File: src/rtl/nmi_event_source.sv
// nmi_event_source
//
// Upstream event generator for the NMI / config-ROM paging logic. Five raw
// request lines are synchronised and debounced. Their rising edges are latched
// as pending requests. The requests are then presented one at a time, lowest
// index first, on a one-hot event bus. The bus handshakes against the paging
// block's active flag, so no request is lost or merged into a running NMI
// session.
//
// Ports:
//   clk                    system clock
//   rst_n                  synchronous, active-low reset
//   raw_req[4:0]           asynchronous level requests, bit i = event i
//   enable                 event generation enable (config register bit)
//   page_configrom_active  busy/ack from the NMI paging block
//   userevents[4:0]        one-hot event presented to the NMI block, 0 = none
//   pending[4:0]           latched requests not yet issued
//   busy                   handshake FSM is not idle
//   dropped                sticky: an issued event timed out unacknowledged

module nmi_event_source #(
    parameter int unsigned         CNT_W       = 16,
    parameter logic [CNT_W-1:0]    DEBOUNCE    = 16'd50000,
    parameter logic [CNT_W-1:0]    ACK_TIMEOUT = 16'd1024
) (
    input  logic       clk,
    input  logic       rst_n,
    input  logic [4:0] raw_req,
    input  logic       enable,
    input  logic       page_configrom_active,
    output logic [4:0] userevents,
    output logic [4:0] pending,
    output logic       busy,
    output logic       dropped
);

    typedef enum logic [1:0] {
        IDLE      = 2'd0,
        ISSUE     = 2'd1,
        WAIT_DONE = 2'd2
    } state_t;

    localparam logic [CNT_W-1:0] CNT_ONE = {{(CNT_W-1){1'b0}}, 1'b1};
    localparam logic [CNT_W-1:0] DB_LAST = DEBOUNCE - CNT_ONE;
    localparam logic [CNT_W-1:0] TO_LAST = ACK_TIMEOUT - CNT_ONE;

    logic [4:0]       sync1;
    logic [4:0]       sync2;
    logic [4:0]       db;
    logic [4:0]       db_q;
    logic [CNT_W-1:0] db_cnt [5];
    logic [4:0]       rise;
    logic [4:0]       lowest;
    logic [4:0]       clear_mask;

    state_t           state;
    state_t           state_next;
    logic [4:0]       events_next;
    logic [CNT_W-1:0] timer;
    logic [CNT_W-1:0] timer_next;
    logic             dropped_next;

    // Two-flop synchroniser feeding a per-bit debouncer. While the synchronised
    // input disagrees with the debounced state, a counter runs. The debounced bit
    // flips only after DEBOUNCE consecutive disagreeing cycles. Any agreeing
    // cycle restarts the count, so short glitches never reach db.
    always_ff @(posedge clk) begin
        if (!rst_n) begin
            sync1 <= '0;
            sync2 <= '0;
            db    <= '0;
            db_q  <= '0;
            for (int i = 0; i < 5; i++) begin
                db_cnt[i] <= '0;
            end
        end else begin
            sync1 <= raw_req;
            sync2 <= sync1;
            db_q  <= db;
            for (int i = 0; i < 5; i++) begin
                if (sync2[i] != db[i]) begin
                    if (db_cnt[i] == DB_LAST) begin
                        db[i]     <= ~db[i];
                        db_cnt[i] <= '0;
                    end else begin
                        db_cnt[i] <= db_cnt[i] + CNT_ONE;
                    end
                end else begin
                    db_cnt[i] <= '0;
                end
            end
        end
    end

    // Only 0->1 transitions of the debounced state count as requests.
    // x & -x isolates the lowest set bit, which gives the issue priority.
    assign rise   = db & ~db_q;
    assign lowest = pending & (~pending + 5'd1);

    // Pending requests accumulate in every FSM state. The bit being issued
    // is cleared, but a rising edge in the same cycle sets it again, so a new
    // request is never swallowed. With generation disabled, nothing is kept.
    always_ff @(posedge clk) begin
        if (!rst_n) begin
            pending <= '0;
        end else if (!enable) begin
            pending <= '0;
        end else begin
            pending <= (pending & ~clear_mask) | rise;
        end
    end

    // Handshake FSM state register. The event bus, the ack timer and the sticky
    // drop flag are registered together with the state.
    always_ff @(posedge clk) begin
        if (!rst_n) begin
            state      <= IDLE;
            userevents <= '0;
            timer      <= '0;
            dropped    <= 1'b0;
        end else begin
            state      <= state_next;
            userevents <= events_next;
            timer      <= timer_next;
            dropped    <= dropped_next;
        end
    end

    // Next-state logic:
    // - IDLE: issues the lowest pending request, but only when the paging
    //   block is quiet.
    // - ISSUE: holds the event until the paging block acknowledges it, or
    //   until the timer expires. An expired event is discarded and flagged.
    // - WAIT_DONE: waits for the session to end before the next event may go
    //   out.
    always_comb begin
        state_next   = state;
        events_next  = userevents;
        timer_next   = timer;
        dropped_next = dropped;
        clear_mask   = '0;
        case (state)
            IDLE: begin
                if ((pending != '0) && enable && !page_configrom_active) begin
                    events_next = lowest;
                    clear_mask  = lowest;
                    timer_next  = TO_LAST;
                    state_next  = ISSUE;
                end
            end
            ISSUE: begin
                if (page_configrom_active) begin
                    events_next = '0;
                    state_next  = WAIT_DONE;
                end else if (timer == '0) begin
                    events_next  = '0;
                    dropped_next = 1'b1;
                    state_next   = IDLE;
                end else begin
                    timer_next = timer - CNT_ONE;
                end
            end
            WAIT_DONE: begin
                if (!page_configrom_active) begin
                    state_next = IDLE;
                end
            end
            default: begin
                events_next = '0;
                state_next  = IDLE;
            end
        endcase
    end

    assign busy = (state != IDLE);

endmodule

File: config.mk
export PLATFORM = sky130hd
export DESIGN_NAME = nmi_event_source
export DESIGN_NICKNAME = d
export VERILOG_FILES = /design/src/rtl/nmi_event_source.sv
export SDC_FILE = /design/constraint.sdc
export NUM_CORES = 1
export LEC_CHECK = 0
export ABC_CLOCK_PERIOD_IN_PS = 1900
export BUFFER_PORTS_ARGS = -buffer_cell sky130_fd_sc_hd__buf_2
export CAP_MARGIN = 20
export CORE_MARGIN = 5
export CORE_UTILIZATION = 56
export DETAILED_ROUTE_END_ITERATION = 8
export GPL_TIMING_DRIVEN = 0
export PLACE_DENSITY = 0.81
export REMOVE_ABC_BUFFERS = 1
export SLEW_MARGIN = 40
export SYNTH_ARGS = -nofsm -noshare
export SYNTH_HDL_FRONTEND = slang
export SYNTH_SLANG_ARGS = --single-unit
File: constraint.sdc
create_clock -name clk -period 1.9 [get_ports clk]
set_input_delay 0.19 -clock clk [delete_from_list [all_inputs] [get_ports clk]]
set_output_delay 0.19 -clock clk [all_outputs]
set_load 0.02 [all_outputs]
==> results of run 1 <==
final timing paths:
check / startpoint / endpoint
worst max-delay path: timer[9]$_SDFFE_PN0P_ / timer[8]$_SDFFE_PN0P_
worst min register to register: sync1[4]$_SDFF_PN0_ / sync2[4]$_SDFF_PN0_
worst min-delay path: page_configrom_active / state[1]$_SDFFE_PN0P_
worst max register to register: timer[9]$_SDFFE_PN0P_ / timer[8]$_SDFFE_PN0P_
kinds of logic after synthesis:
family,Yosys count,share of synthesized area [%]
simple gates,303,24.18
flops,129,53.59
xor+xnor,75,10.40
compound gates,64,7.154
buf+inv,35,2.635
fa+ha+maj,6,1.189
mux,5,0.7927
other cells,1,0.05940
final cells by class:
type,count,area share (%)
flip-flops and latches,129,42.73
repair inverters,1,0.06295
well taps,140,2.203
inverters,18,0.8971
clock buffers,24,6.594
repair buffers,48,4.422
multi-input cells,535,42.49
clock inverters,8,0.5980
worst max-delay path, stage by stage, from the launching register on:
cell                       delay [ns]
sky130_fd_sc_hd__dfxtp_2         0.35
sky130_fd_sc_hd__nor4_2          0.46
sky130_fd_sc_hd__nand4_1         0.31
sky130_fd_sc_hd__a211oi_4        0.44
sky130_fd_sc_hd__buf_6           0.17
sky130_fd_sc_hd__o21ba_1         0.14
sky130_fd_sc_hd__o21a_1          0.15
synthesized netlist by cell type, types with 9 or more instances:
cell type	count	area [um^2]
sky130_fd_sc_hd__a21oi_1	16	80.08
sky130_fd_sc_hd__and2_1	16	100.1
sky130_fd_sc_hd__and3_1	9	56.30
sky130_fd_sc_hd__clkbuf_1	11	41.29
sky130_fd_sc_hd__dfxtp_1	49	980.9
sky130_fd_sc_hd__edfxtp_1	80	2402
sky130_fd_sc_hd__inv_1	18	67.56
sky130_fd_sc_hd__nand2_1	34	127.6
sky130_fd_sc_hd__nand3_1	41	205.2
sky130_fd_sc_hd__nand4_1	13	81.33
sky130_fd_sc_hd__nor2_1	113	424.2
sky130_fd_sc_hd__nor3_1	21	105.1
sky130_fd_sc_hd__nor4_1	9	56.30
sky130_fd_sc_hd__o21ai_0	12	60.06
sky130_fd_sc_hd__xnor2_1	39	341.6
sky130_fd_sc_hd__xor2_1	36	315.3
repair_timing:
item / in CTS / in global routing
pin swaps: 15 / 22
gates cloned: 1 / 3
hold endpoints to repair: 5 / 0
hold buffers: 5 / 0
setup buffers: 11 / 13
resized for setup: 36 / 48
setup endpoints to repair: 100 / 96
per-layer routing:
layer / up-vias / GRT usage [%] / share of wire (%)
li1: 2384 / - / -
met1: 2402 / 22.38 / 39
met2: 201 / 36.67 / 51
met3: 61 / 6.891 / 6.5
met4: 0 / 9.667 / 3.7
met5: - / 0 / 0
through the flow:
stage	setup slack [ns]	util (%)	hold WS (ns)	area, um^2	setup TNS [ns]
finish	-0.2279	72.70	0.09606	7950	-2.634
global route	-0.2469	72.70	0.1030	7950	-3.739
CTS	-0.09026	69.87	0.07158	7641	-0.4326
detailed placement	-0.7830	62.06	0.4059	6787	-23.41
global placement	-0.6973	62.06	0.4065	6787	-17.72
floorplan	-0.3175	-	0.3077	6511	-1.992
placed cells by master (no fill, tap or decap), types with 15 or more instances in the layout:
cell and n:
sky130_fd_sc_hd__inv_1 15, sky130_fd_sc_hd__nand2_1 34, sky130_fd_sc_hd__buf_2 19, sky130_fd_sc_hd__conb_1 80
sky130_fd_sc_hd__nand3_1 36, sky130_fd_sc_hd__nor2_1 110, sky130_fd_sc_hd__edfxtp_1 80, sky130_fd_sc_hd__clkbuf_16 19
sky130_fd_sc_hd__dfxtp_1 40, sky130_fd_sc_hd__nor3_1 15, sky130_fd_sc_hd__and2_1 16, sky130_fd_sc_hd__xor2_1 36
sky130_fd_sc_hd__xnor2_1 39, sky130_fd_sc_hd__buf_4 16
flip-flops by register name (all words and copies together), names as in the netlist:
register	flops
sync1	5
state	2
db_q	5
db	5
sync2	5
db_cnt	80
userevents	5
dropped	1
pending	5
timer	16
power groups by stage:
stage | registers [mW] | clock network (mW) | logic, mW
floorplan | 3.17 | 0 | 0.142
global placement | 3.19 | 0 | 0.181
detailed placement | 3.20 | 0 | 0.185
CTS | 3.14 | 3.12 | 0.201
global route | 3.15 | 3.27 | 0.253
finish | 3.14 | 3.09 | 0.224
==> impl_metrics.ini, run 1 <==
[layout]
drive_above_1_share_pct = 18.74
antennaDiodeCount = 0
multi_input_area_um2 = 3378
layout.area.seq_um2 = 3397
synthToLayoutAreaGrowth_pct = 25.92
num-nets-final = 765
final.fill_count = 706
finalNonFillerCells = 903

[worst_setup_path]
setup.worst_path.end_class = register
critPathKind = reg2reg
worstSetupStartpointType = register
path_max_fanout = 5
worst-r2r-setup-slack_ns = -0.23
cp.required_ns = 2.22
reg2reg_depth = 6
arrival_ns = 2.44

[synth]
synth-async-reset-ratio_pct = 0
number_of_instances_in_the_synthesized_netlist = 618
post_synth_edffs = 80
yosysSeqAreaShare_pct = 53.59
synth.avg_cell_area_um2 = 10.22
synth_ff_type = sky130_fd_sc_hd__edfxtp_1
postSynthRegisterBits = 129
synth_area_um2 = 6314
synth_warnings = 0
synth.lib_cells_used.distinct = 59

[placed_design]
gp_routability_congestion = 0.8490
detailed_place_hpwl_um = 8277
post-place-cells = 840
numPortBuffers = 20

[sta]
final_min_period_over_clock_period_pct = 112.0
measured_slew_at_the_worst_slew_check_pin_ns = 0.5512
finClkSkew_ns = 0.006129
postLayoutSetupSlackWorst_ns = -0.2279
number_of_pins_with_negative_max_slew_slack_in_the_final_report = 0
maximum_clock_frequency_ghz = 0.4700
number_of_endpoints_with_negative_hold_slack_in_the_final_report = 0
slew_headroom_pct = 63.25
setup_viol_count_final = 18
period_needed_ns = 2.128
grt_setup_unrepaired = true

[pwr]
clock_power_share_pct = 47.9
p_sw_mw = 1.395
cellLeakagePower_nw = 2.984
pwr-share-comb_pct = 3.5
power.density_cell_area_nw_per_um2 = 812.3
total_power_mw = 6.458
netSwitchingFraction_pct = 21.60
p_int_mw = 5.063
seq_power_share_pct = 48.6
worst_ir_drop_vdd_v = 0.0006623

[route]
routedWlPerCell_um = 16.10
antenna_violating_nets_post_route = 0
dr_total_vias = 5048
drc = 0
drt_pass1_iterations = 7
detail_route.wirelength_um = 14540
route.detailed.vias_per_inst = 5.590
drt_iter0_drc = 510

[grt]
first_global_vias = 4938
global_route.usage.total_pct = 20.71
maximum_number_of_pins_on_one_net_before_global_route_repair = 41
grt_antenna_before_repair = 0
grt_pass1_wl_um = 22030
grt_overflow = 0

[floorplanning]
die_ht_um = 116.2
floorplan.io_pins = 21
core_region_area_um2 = 10940
die_w_um = 116.2
rows = 38
initial_utilization_pct = 57.73
design.die.area_um2 = 13500

[cts]
cts_tree = built
clk_pin_slew_ns = 0.06
ctsLongestPathBuffers = 2
numCtsBuffers = 17
cts_root_buffer = sky130_fd_sc_hd__clkbuf_16
htreeDepth = 4
numClockSinks = 129
clkLatencyLatePin_ns = 0.42

[outcome]
status = finished with violations
violations = setup timing

[worst_hold_path]
number_of_cells_on_the_worst_hold_path = 3
min_path_type = in2reg

[flow_run]
timing.max_cap.violations = 0
No activity file was read; power rests on OpenSTA's default activity.
==> inputs of run 2 (changes only) <==
--- a/config.mk
+++ b/config.mk
@@ -5,6 +5,7 @@
 export SDC_FILE = /design/constraint.sdc
 export NUM_CORES = 1
 export LEC_CHECK = 0
+export ABC_AREA = 1
 export ABC_CLOCK_PERIOD_IN_PS = 1900
 export BUFFER_PORTS_ARGS = -buffer_cell sky130_fd_sc_hd__buf_2
 export CAP_MARGIN = 20
==> impl_metrics.ini, run 2 <==
[cts]
ctsLongestPathBuffers = 2
clk_pin_slew_ns = 0.06
post_cts_buffers = 0
numClockSinks = 129
cts_root_buffer = sky130_fd_sc_hd__clkbuf_16
htreeDepth = 4
clkLatencyLatePin_ns = 0.41
cts_tree = built
numCtsBuffers = 17

[floorplanning]
floorplan.io_pins = 21
core_region_area_um2 = 12060
design.die.area_um2 = 14630
die_ht_um = 120.9
rows = 40
initial_utilization_pct = 57.15
die_w_um = 120.9

[sta]
grt_setup_unrepaired = true
postLayoutSetupSlackWorst_ns = 0.1198
period_needed_ns = 1.780
slew_headroom_pct = 61.53
hold_ws_ns = 0.04342
timing.setup.tns_ns = 0
number_of_pins_with_negative_max_slew_slack_in_the_final_report = 0
setup_viol_count_final = 0
measured_slew_at_the_worst_slew_check_pin_ns = 0.5718
final_min_period_over_clock_period_pct = 93.70
maximum_clock_frequency_ghz = 0.5617
number_of_endpoints_with_negative_hold_slack_in_the_final_report = 0
finClkSkew_ns = 0.008078

[pwr]
power.density_cell_area_nw_per_um2 = 817.5
cellLeakagePower_nw = 3.529
worst_ir_drop_vdd_v = 0.0009350
total_power_mw = 6.703

[layout]
fin_util_pct = 67.98
num-nets-final = 996
drive_above_1_share_pct = 11.07
largestRegisters = db_cnt x80, timer x16
synthToLayoutAreaGrowth_pct = 18.95
design_area_final_um2 = 8199
final_common_cell = sky130_fd_sc_hd__nand2_1
max_flop_register = db_cnt
largest_register_ff_count = 80
antennaDiodeCount = 0
commonest_non_fill_non_tap_cells_in_the_layout = sky130_fd_sc_hd__nand2_1, sky130_fd_sc_hd__nor2_1, sky130_fd_sc_hd__inv_1
finalNonFillerCells = 1162

[placed_design]
placedInstanceArea_um2 = 7405
detailed_place_hpwl_um = 8872
numPortBuffers = 20
post-place-cells = 1123
dp_worst_setup_slack_ns = -0.1537
gp_routability_congestion = 0.8832

[grt]
global_route.usage.total_pct = 18.92
grt_pass1_wl_um = 22490
maximum_number_of_pins_on_one_net_before_global_route_repair = 46
first_global_vias = 5145
grt_overflow = 0
grt_antenna_before_repair = 0

[worst_setup_path]
setup.worst_path.end_class = register
cp.required_ns = 2.06
critPathKind = reg2reg
worstSetupStartpointType = register
slowest_delay_ns = 0.39
arrival_ns = 1.94
cp.buffers_inverters = 1
worstPathCellList = inv_1, nand3_1, nor4_1, nand3_2, nand2_4, a21oi_1
crit_family = simple AND/OR/NAND/NOR gates
path_max_fanout = 8
critical-path-slowest-cell = sky130_fd_sc_hd__edfxtp_1

[synth]
synth.avg_cell_area_um2 = 7.941
synth_warnings = 0
post-synth-top-area-fraction_pct = 34.85
synth_ff_type = sky130_fd_sc_hd__edfxtp_1
number_of_instances_in_the_synthesized_netlist = 868
yosys-top-cells-count = sky130_fd_sc_hd__nand2_1, sky130_fd_sc_hd__nor2_1, sky130_fd_sc_hd__inv_1
yosysSeqAreaShare_pct = 49.08
synth-async-reset-ratio_pct = 0
post_synth_edffs = 80
post-synth-top-count-cell = sky130_fd_sc_hd__nand2_1
yosys.area.top_type = sky130_fd_sc_hd__edfxtp_1
postSynthRegisterBits = 129
synth_area_um2 = 6893
synth.lib_cells_used.distinct = 38
synth.area.top_cells = sky130_fd_sc_hd__edfxtp_1, sky130_fd_sc_hd__dfxtp_1, sky130_fd_sc_hd__nand2_1

[route]
drc = 0
antenna_violating_nets_post_route = 0
routedWlPerCell_um = 11.29
drt_iter0_drc = 420
drt_pass1_iterations = 5
dr_total_vias = 5692
route.detailed.vias_per_inst = 4.898
detail_route.wirelength_um = 13120

[outcome]
status = finished clean

[worst_hold_path]
min_path_type = in2reg

[flow_run]
timing.max_cap.violations = 0
==> run 2: logic make-up after synthesis <==
| group | Yosys count | synth area share [%] |
|---|---|---|
| xor gates and xnor gates | 25 | 3.177 |
| and+or+nand+nor | 483 | 31.89 |
| DFF | 129 | 49.08 |
| adders and majority gates | 6 | 1.089 |
| AOI/OAI and AO/OA | 87 | 6.517 |
| buffers and inverters | 137 | 8.186 |
| other | 1 | 0.05440 |
==> run 2: worst paths after layout <==
kind	cells past startpoint	slack, ns	endpoint	from
min reg2reg	2	0.42	sync2[2]$_SDFF_PN0_	sync1[2]$_SDFF_PN0_
min	3	0.04	state[1]$_SDFFE_PN0P_	page_configrom_active
max	6	0.12	db_cnt[0][12]$_SDFFCE_PP0P_	db_cnt[0][5]$_SDFFCE_PP0P_
max reg2reg	6	0.12	db_cnt[0][12]$_SDFFCE_PP0P_	db_cnt[0][5]$_SDFFCE_PP0P_
==> run 2: repair_timing <==
item	CTS	global route
pin swaps	0	3
gates cloned	0	2
hold buffers	5	0
hold endpoints to repair	5	0
resized for setup	2	18
setup endpoints to repair	32	81
==> run 2: area by class of cell <==
type / instances / area, um^2
Inverter: 125 / 471.7
Clock inverter: 8 / 56.30
Sequential cell: 129 / 3383
Fill cell: 1028 / 3862
Timing Repair Buffer: 25 / 152.6
Tap cell: 168 / 210.2
Multi-Input combinational cell: 683 / 3347
Clock buffer: 24 / 578.1
==> run 2: power by group <==
part	total (mW)	internal (mW)	switching, mW
Clock	3.34	2.13	1.20
Combinational	0.231	0.0743	0.157
Sequential	3.13	3.06	0.0752
==> run 2: per-layer routing <==
layer / global-route usage, % / vias to the layer above / wire, um
met4: 7.295 / 0 / 255
met5: 0 / - / 0
li1: - / 2999 / -
met1: 24.75 / 2558 / 6256
met2: 30.18 / 119 / 6063
met3: 4.848 / 16 / 540
==> run 2: worst register-to-register path, delay by kind of cell, from the launching register on <==
kind | cells | cell delay, ns
AO/OA/AOI/OAI | 1 | 0.06
buffers and inverters | 1 | 0.15
AND/OR/NAND/NOR | 4 | 0.94
flip-flops | 1 | 0.39
